`config.mk`:
```
export PLATFORM = sky130hd
export DESIGN_NAME = cordiv_array
export DESIGN_NICKNAME = d
export VERILOG_FILES = /design/src/rtl/cordiv_array.sv
export SDC_FILE = /design/constraint.sdc
export NUM_CORES = 1
export LEC_CHECK = 0
export ABC_AREA = 1
export CORE_ASPECT_RATIO = 0.75
export CORE_MARGIN = 3
export CORE_UTILIZATION = 53
export CTS_BUF_LIST = sky130_fd_sc_hd__clkbuf_8
export CTS_CLUSTER_SIZE = 40
export DETAILED_ROUTE_END_ITERATION = 7
export GPL_TIMING_DRIVEN = 0
export PLACE_DENSITY_LB_ADDON = 0.08
export SLEW_MARGIN = 20
export SYNTH_ARGS = -nofsm -noshare
export SYNTH_HDL_FRONTEND = slang
export SYNTH_SLANG_ARGS = --single-unit
```
`constraint.sdc`:
```
create_clock -name clk -period 1.6 [get_ports clk]
set_input_delay 0.32 -clock clk [delete_from_list [all_inputs] [get_ports clk]]
set_output_delay 0.32 -clock clk [all_outputs]
set_load 0.005 [all_outputs]
```
`src/rtl/cordiv_array.sv`:
```
`default_nettype none
// ============================================================================
// Module   : cordiv_array
// Purpose  : Multi-channel stochastic-computing correlated divider.
//            - Each channel emits a quotient bitstream.
//            - When the divisor bit is 1, the channel passes the dividend bit.
//            - Otherwise it replays a bit taken from a short history of past
//              quotient-generating dividend bits.
//            - The history slot is chosen by a shared 16-bit LFSR.
//            - A windowed ones-counter per channel turns each quotient stream
//              into a binary estimate under a start/done handshake.
// Ports    : clk, rst_n (async, active-low), en (bit-valid strobe),
//            clr (sync clear, highest priority), dividend/divisor [NCH],
//            start (opens a window in IDLE), quotient [NCH] (combinational),
//            busy (window running), done (1-cycle completion pulse),
//            q_cnt [NCH*(CNTW+1)] (latched ones count, channel i at
//            [i*(CNTW+1) +: CNTW+1]).
// Revision : 1.0 - initial release
// ============================================================================
module cordiv_array #(
    parameter int          NCH     = 4,
    parameter int          SRDEPTH = 2,
    parameter int          CNTW    = 8,
    parameter logic [15:0] SEED    = 16'hACE1
) (
    input  logic                      clk,
    input  logic                      rst_n,
    input  logic                      en,
    input  logic                      clr,
    input  logic [NCH-1:0]            dividend,
    input  logic [NCH-1:0]            divisor,
    input  logic                      start,
    output logic [NCH-1:0]            quotient,
    output logic                      busy,
    output logic                      done,
    output logic [NCH*(CNTW+1)-1:0]   q_cnt
);

    localparam int              c_selw      = $clog2(SRDEPTH);
    localparam logic [0:0]      c_st_idle   = 1'b0;
    localparam logic [0:0]      c_st_run    = 1'b1;
    localparam logic [CNTW-1:0] c_wcnt_last = '1;
    localparam logic [CNTW-1:0] c_wcnt_one  = CNTW'(1);

    logic [0:0]      r_state;
    logic [CNTW-1:0] r_wcnt;
    logic            r_done;
    logic [15:0]     r_lfsr;
    logic            w_lfsr_fb;
    logic            w_accept;
    logic            w_count;
    logic            w_win_end;

    // Fibonacci taps 16,14,13,11 expressed as bit positions 15,13,12,10.
    assign w_lfsr_fb = r_lfsr[15] ^ r_lfsr[13] ^ r_lfsr[12] ^ r_lfsr[10];

    assign w_accept  = (r_state == c_st_idle) && start;
    assign w_count   = (r_state == c_st_run) && en;
    assign w_win_end = w_count && (r_wcnt == c_wcnt_last);

    assign busy = (r_state == c_st_run);
    assign done = r_done;

    // Window control and shared LFSR.
    always_ff @(posedge clk or negedge rst_n) begin
        if (!rst_n) begin
            r_state <= c_st_idle;
            r_wcnt  <= '0;
            r_done  <= 1'b0;
            r_lfsr  <= SEED;
        end else if (clr) begin
            r_state <= c_st_idle;
            r_wcnt  <= '0;
            r_done  <= 1'b0;
            r_lfsr  <= SEED;
        end else begin
            r_done <= 1'b0;
            if (en) begin
                r_lfsr <= {r_lfsr[14:0], w_lfsr_fb};
            end
            case (r_state)
                c_st_idle: begin
                    if (start) begin
                        r_state <= c_st_run;
                        r_wcnt  <= '0;
                    end
                end
                c_st_run: begin
                    if (en) begin
                        // The counter wraps back to 0 on the final cycle,
                        // which is harmless because IDLE reloads it anyway.
                        r_wcnt <= r_wcnt + c_wcnt_one;
                        if (r_wcnt == c_wcnt_last) begin
                            r_state <= c_st_idle;
                            r_done  <= 1'b1;
                        end
                    end
                end
                default: r_state <= c_st_idle;
            endcase
        end
    end

    for (genvar i = 0; i < NCH; i++) begin : g_ch
        logic [SRDEPTH-1:0] r_sr;
        logic [CNTW:0]      r_acc;
        logic [CNTW:0]      r_qcnt;
        logic [c_selw-1:0]  w_sel;
        logic [CNTW:0]      w_qbit;

        // Each channel taps a different, wrapping slice of the LFSR, so
        // neighbouring channels do not make identical selections.
        for (genvar j = 0; j < c_selw; j++) begin : g_sel
            assign w_sel[j] = r_lfsr[(i * c_selw + j) % 16];
        end

        assign quotient[i] = divisor[i] ? dividend[i] : r_sr[w_sel];
        assign w_qbit      = {{CNTW{1'b0}}, quotient[i]};
        assign q_cnt[i*(CNTW+1) +: CNTW+1] = r_qcnt;

        always_ff @(posedge clk or negedge rst_n) begin
            if (!rst_n) begin
                r_sr   <= '0;
                r_acc  <= '0;
                r_qcnt <= '0;
            end else if (clr) begin
                r_sr   <= '0;
                r_acc  <= '0;
                r_qcnt <= '0;
            end else begin
                // Only bits that actually produced a quotient (divisor = 1)
                // enter the history.
                if (en && divisor[i]) begin
                    r_sr <= {r_sr[SRDEPTH-2:0], dividend[i]};
                end
                if (w_accept) begin
                    r_acc <= '0;
                end else if (w_count) begin
                    r_acc <= r_acc + w_qbit;
                end
                // The last bit of the window is folded in directly, so the
                // count can reach 2^CNTW without wrapping.
                if (w_win_end) begin
                    r_qcnt <= r_acc + w_qbit;
                end
            end
        end
    end

endmodule
`default_nettype wire

```
# ---- Word-level counts from Yosys, hierarchy flattened
# Index checks and enable logic that the tools add are counted.
dict set report word_totals {
  n_memories 0
  out_inout_bits 42
  elab_cells 102
  ff_bits 106
  rom_bits 0
  latch_bits 0
  mem_bits_rw 0
}
dict set report classes {
  reduce_logical 15
  n_addsub 5
  n_div 0
  bitwise_logic 4
  n_shift 0
  muxes 55
  n_eq_ne 3
  magnitude_cmp 4
  mul 0
}
# cell n
set ops {}
lappend ops {{$mux W9} 20}
lappend ops {{$add A9 B1 Y9} 4}
lappend ops {{$mux W16} 2}
lappend ops {{$mux W8} 3}
lappend ops {{$mux W1} 20}
lappend ops {{$mux W2} 8}
lappend ops {{$pmux W8 S2} 1}
lappend ops {{$reduce_bool A2 Y1} 6}
lappend ops {{$add A8 B1 Y8 const B} 1}
lappend ops {{$eq A8 B8 Y1 const B} 1}
lappend ops {{$lt A1 B2 Y1 const B} 4}
lappend ops {{$logic_and A1 B1 Y1} 7}
lappend ops {{$ne A3 B3 Y1 const B} 2}
lappend ops {{$reduce_bool A3 Y1} 1}
lappend ops {{$xor A1 B1 Y1} 3}
lappend ops {{$pmux W1 S2} 1}
lappend ops {{$reduce_and A2 Y1} 1}
lappend ops {{$not A1 Y1} 1}

# ---- Longest topological paths before layout
dict set report depth {
  word_depth 7
  mapped_depth 12
}

# ---- Worst setup path before layout
# Ideal clock, no wire load.
dict set report synth_path {
  path_kind {reg-to-reg}
  start {register r_lfsr[0]}
  end {register g_ch[0].r_qcnt[6]}
  setup_time_ns 0.066
  synth_period_minus_slack_ns 1.821
  path_stages_with_launch 11
  setup_slack_ns -0.221
  t_arrival_ns 1.755
  path_cell_list {dfstp_2 -> o21ai_0 -> o21ai_0 -> ha_1 -> ha_1 -> nand3_1 -> nor2_1 -> nor2_1 -> nor2_1 -> nand2_1 -> nand2_1}
}
dict set report synth_via {
  elab_chain_len 6
}
# item line_no
set synth_rtl {}
lappend synth_rtl {{from (decl)} 48} ;# logic [15:0] r_lfsr;
lappend synth_rtl {{from (signal assigned)} 79} ;# r_lfsr <= {r_lfsr[14:0], w_lfsr_fb};
lappend synth_rtl {{$mux W1 (not written as such) (2 in series)} 117} ;# assign quotient[i] = divisor[i] ? dividend[i] : r_sr[w_sel];
lappend synth_rtl {{$mux W1} 117}
lappend synth_rtl {{net quotient[0]} 33} ;# output logic [NCH-1:0] quotient,
lappend synth_rtl {{$add A9 B1 Y9} 144} ;# r_qcnt <= r_acc + w_qbit;
lappend synth_rtl {{$mux W9} 143} ;# if (w_win_end) begin
lappend synth_rtl {{$mux W9} 126} ;# end else if (clr) begin
lappend synth_rtl {{to (signal assigned)} 144}
lappend synth_rtl {{to (decl)} 107} ;# logic [CNTW:0] r_qcnt;
# The timed path passes the listed nets, and every way through them passes these cells. The select of a mux whose other input is x is not followed.
# A chain may end at the register's enable or synchronous reset.

# ---- Worst setup path after layout
dict set report layout_path {
  start {register r_lfsr[0]}
  end {output port quotient[0]}
}
dict set report layout_via {
  elab_chain_len 3
}
# item line_no
set layout_rtl {}
lappend layout_rtl {{$mux W1 (not written as such) (2 in series)} 117}
lappend layout_rtl {{$mux W1} 117}
lappend layout_rtl {{to (decl)} 33}
# Every way passes these cells. The select of a mux whose other input is x is not followed.

==> impl_table.tex <==
\begin{tabular}{lr}
\hline
Metric & Value \\
\hline
\multicolumn{2}{l}{\textbf{Power}} \\
Leakage power of the design & 3.288 nW \\
Power per cell area & 770.3 mW/mm\^{}2 \\
Worst vdd ir & just over 0.7 mV \\
\multicolumn{2}{l}{\textbf{Critical path}} \\
Worst Path Required & between 1 and 1.5 ns \\
CP Data Arrival Time & 1.46 ns \\
Capturing element type of the critical path & primary output \\
Biggest fanout along the worst timing path & 3 \\
Kind of launch point of the worst setup path & register \\
WS Path Type & register to primary output \\
Worst reg2reg setup slack & -0.17 ns \\
\multicolumn{2}{l}{\textbf{Synthesis}} \\
Share of the yosys chip area belonging to registers & 52.48\% \\
Synth Cell Area & between 0.005 and 0.006 mm\^{}2 \\
Number of distinct standard cells referenced by the synthesized netlist & 31 \\
Number of synthesis warnings & 0 \\
Cell count after synthesis & 611 \\
Number of nets produced by synthesis & about 630 \\
Number of flip-flops and latches in the synthesized netlist & around 110 \\
Avg Synthesized Cell Area & 8.304 um\^{}2 \\
\multicolumn{2}{l}{\textbf{GRT}} \\
Final global-route overflow total & 0 \\
Antenna violations before repair & 0 \\
All-Layer GR Usage & about 25\% \\
Maximum number of pins on one net before global-route repair & 67 \\
Global-route wire length before repair & 21470 um \\
Via count of the first global-routing pass & 4379 \\
\multicolumn{2}{l}{\textbf{Run status}} \\
Result of the run & complete, but fails checks \\
Violated checks & setup timing \\
\multicolumn{2}{l}{\textbf{STA}} \\
Max-slew violation count & 0 \\
Transition at the pin with the smallest max-transition slack & around 0.46 ns \\
Final Cycle Share & 111.1\% \\
Setup repair after global routing missed its margin & yes \\
Number of hold violations in the final report & 0 \\
Worst setup margin & -0.1774 ns \\
Slew HR & a little over two thirds \\
Final worst clock skew & 0.01414 ns \\
Post-layout minimum cycle time & $\sim$1.8 ns \\
Timing-limited maximum frequency & 562.6 MHz \\
Total setup violations reported at the end of the flow & 31 \\
\multicolumn{2}{l}{\textbf{Floorplan}} \\
Die boundary height & $\sim$91 um \\
Effective utilization at floorplan & a little under three fifths \\
Die footprint & between 0.01 and 0.015 mm\^{}2 \\
Chip Width & 119.0 um \\
Core Box Area & between 0.009 and 0.01 mm\^{}2 \\
Number of placement rows & 30 \\
Boundary Pins & 55 \\
\multicolumn{2}{l}{\textbf{Route}} \\
Via count of the routed design & around 4600 \\
Via-per-instance ratio & approximately 5.5 \\
Starting DRC count in detailed routing & $\sim$430 \\
Final ANT Viol Nets & 0 \\
Final wirelength & 13590 um \\
Detail-routed net length per standard cell & 16.14 um \\
Detailed Routing Iterations Pass 1 & 5 \\
DRC Markers & 0 \\
\multicolumn{2}{l}{\textbf{Layout}} \\
Antenna diodes & 0 \\
Final net count & around 730 \\
Filler cells & 680 \\
Fraction of final layout cells with drive strength greater than 1 & approximately 24\% \\
Core utilization of the finished layout & between 70\% and 80\% \\
Layout overhead on the synthesized area & 34.06\% \\
\multicolumn{2}{l}{\textbf{Placement}} \\
Placer Congestion & between 0.8 and 0.9 \\
Worst slack at placement & -0.6420 ns \\
Count of buffers inserted at the top-level ports & between 50 and 60 \\
Final HPWL DP & roughly 8900 um \\
\multicolumn{2}{l}{\textbf{Clock network}} \\
Cts bufs inserted & 9 \\
Clock Root Buffer & clkbuf\_8 \\
Worst-Skew Late Latency & between 0.3 and 0.4 ns \\
H-tree levels & 3 \\
Clock tree from TritonCTS & built \\
Number of clock sinks seen by CTS & between 100 and 150 \\
Deepest clock path buffer count & 2 \\
Clock transition at the registers of the reported paths & 0.09 ns \\
\multicolumn{2}{l}{\textbf{Job}} \\
Reported max-cap violation count & 0 \\
\multicolumn{2}{l}{\textbf{Min path}} \\
Worst min path class & input pin to register \\
\hline
\end{tabular}
-- cells in the mapped netlist, drive strengths merged --
cell type / n / area share [%]
a211oi: 2 / 0.30
buf: 19 / 2.4
xnor2: 4 / 0.69
a22oi: 7 / 1.0
nor2: 41 / 3.3
dfrtp: 98 / 48
o32ai: 4 / 0.69
o21bai: 2 / 0.30
mux2i: 1 / 0.20
ha: 9 / 2.2
clkbuf: 1 / 0.074
o211a: 1 / 0.20
nand2: 186 / 14
nand4: 2 / 0.37
nand3b: 12 / 1.8
nand3: 48 / 4.9
a21oi: 15 / 1.5
dfstp: 8 / 4.1
xor2: 1 / 0.17
o22ai: 19 / 2.3
inv: 71 / 5.3
o21ai: 59 / 5.8
a22o: 1 / 0.17
-- metrics by stage --
step	instances	setup TNS, ns	hold WS (ns)	area, um^2	total power [W]
floorplan	611	-0.3954	0.02441	5149	0.003012
global placement	793	-438.56	0.4743	5849	0.003191
detailed placement	794	-44.10	0.2592	5878	0.003215
CTS	825	-1.586	0.3697	6357	0.005213
global route	842	-5.609	0.3155	6802	0.005442
finish	842	-2.350	0.2958	6802	0.005239
-- final cells by class --
type | count | area (um^2) | share of cell area (%)
plain buffers | 19 | 135.1 | 1.987
inverters | 71 | 285.3 | 4.194
well taps | 128 | 160.2 | 2.355
repair inverters | 1 | 7.507 | 0.1104
clock inverters | 6 | 106.4 | 1.564
clock buffers | 10 | 137.6 | 2.024
multi-input cells | 414 | 2432 | 35.76
repair buffers | 87 | 874.6 | 12.86
flip-flops and latches | 106 | 2663 | 39.15
-- cells in the final DEF (no fill, tap or decap), types with 17 or more instances in the layout --
| cell | instances |
|---|---|
| inv_1 | 56 |
| dfrtp_1 | 98 |
| nand3_1 | 45 |
| o21ai_0 | 24 |
| nand2_1 | 156 |
| buf_4 | 24 |
| clkdlybuf4s50_1 | 29 |
| o21ai_1 | 21 |
| nand2_2 | 28 |
| o22ai_1 | 17 |
| nor2_1 | 25 |
-- worst paths after layout --
path                            from                 to  cells past startpoint
min in group asynchronous      rst_n  g_ch[2].r_qcnt[0]                      2
max                        r_lfsr[0]        quotient[0]                      4
max in group asynchronous      rst_n         r_lfsr[15]                      3
max reg2reg                r_lfsr[0]   g_ch[0].r_acc[6]                     10
min                               en          r_lfsr[0]                      3
min reg2reg                r_lfsr[9]         r_lfsr[10]                      2
-- layer usage --
layer  GRT usage, %  vias to the layer above  share of wire (%)
li1               -                     2194                  -
met1          35.68                     2254                 46
met2          38.44                      125                 48
met3          4.759                       19                4.5
met4          6.075                        0                1.4
met5              0                        -                  0
-- flip-flops by register name (all words and copies together) (netlist names) --
register / flops
r_lfsr: 16
done: 1
r_wcnt: 8
g_ch.r_qcnt: 36
busy: 1
g_ch.r_acc: 36
g_ch.r_sr: 8
-- timing repair --
item,4_1_cts,5_1_grt
pin swaps,26,40
setup buffers,15,16
setup endpoints to repair,73,103
endpoints found under the hold margin,40,0
hold buffers,1,0
gates resized for setup,66,104
gates cloned,0,1
-- worst max-delay path: stages (launching register included) --
cell and delay, ns:
dfstp_2 0.57, o21ai_2 0.06, o21ai_2 0.22, buf_4 0.16, buf_6 0.08
-- where the power goes --
part           switching, W  internal (W)  leakage (nW)
clock              0.000908       0.00107         0.124
sequential        0.0000395       0.00273          1.44
combinational      0.000309      0.000174          1.72
total               0.00126       0.00398          3.29
-- cells by family (layout without fill, tap and decap cells) --
| logic type | Yosys count | after routing | share of synthesized area [%] |
|---|---|---|---|
| AND/OR/NAND/NOR | 289 | 289 | 24.17 |
| AO/OA/AOI/OAI | 110 | 110 | 12.33 |
| flip-flops | 106 | 106 | 52.48 |
| buffers and inverters | 91 | 194 | 7.743 |
| adder cells (fa/ha/maj) | 9 | 9 | 2.220 |
| XOR/XNOR | 5 | 5 | 0.8631 |
| multiplexers | 1 | 1 | 0.1973 |
(Power assumes the default switching activity.)
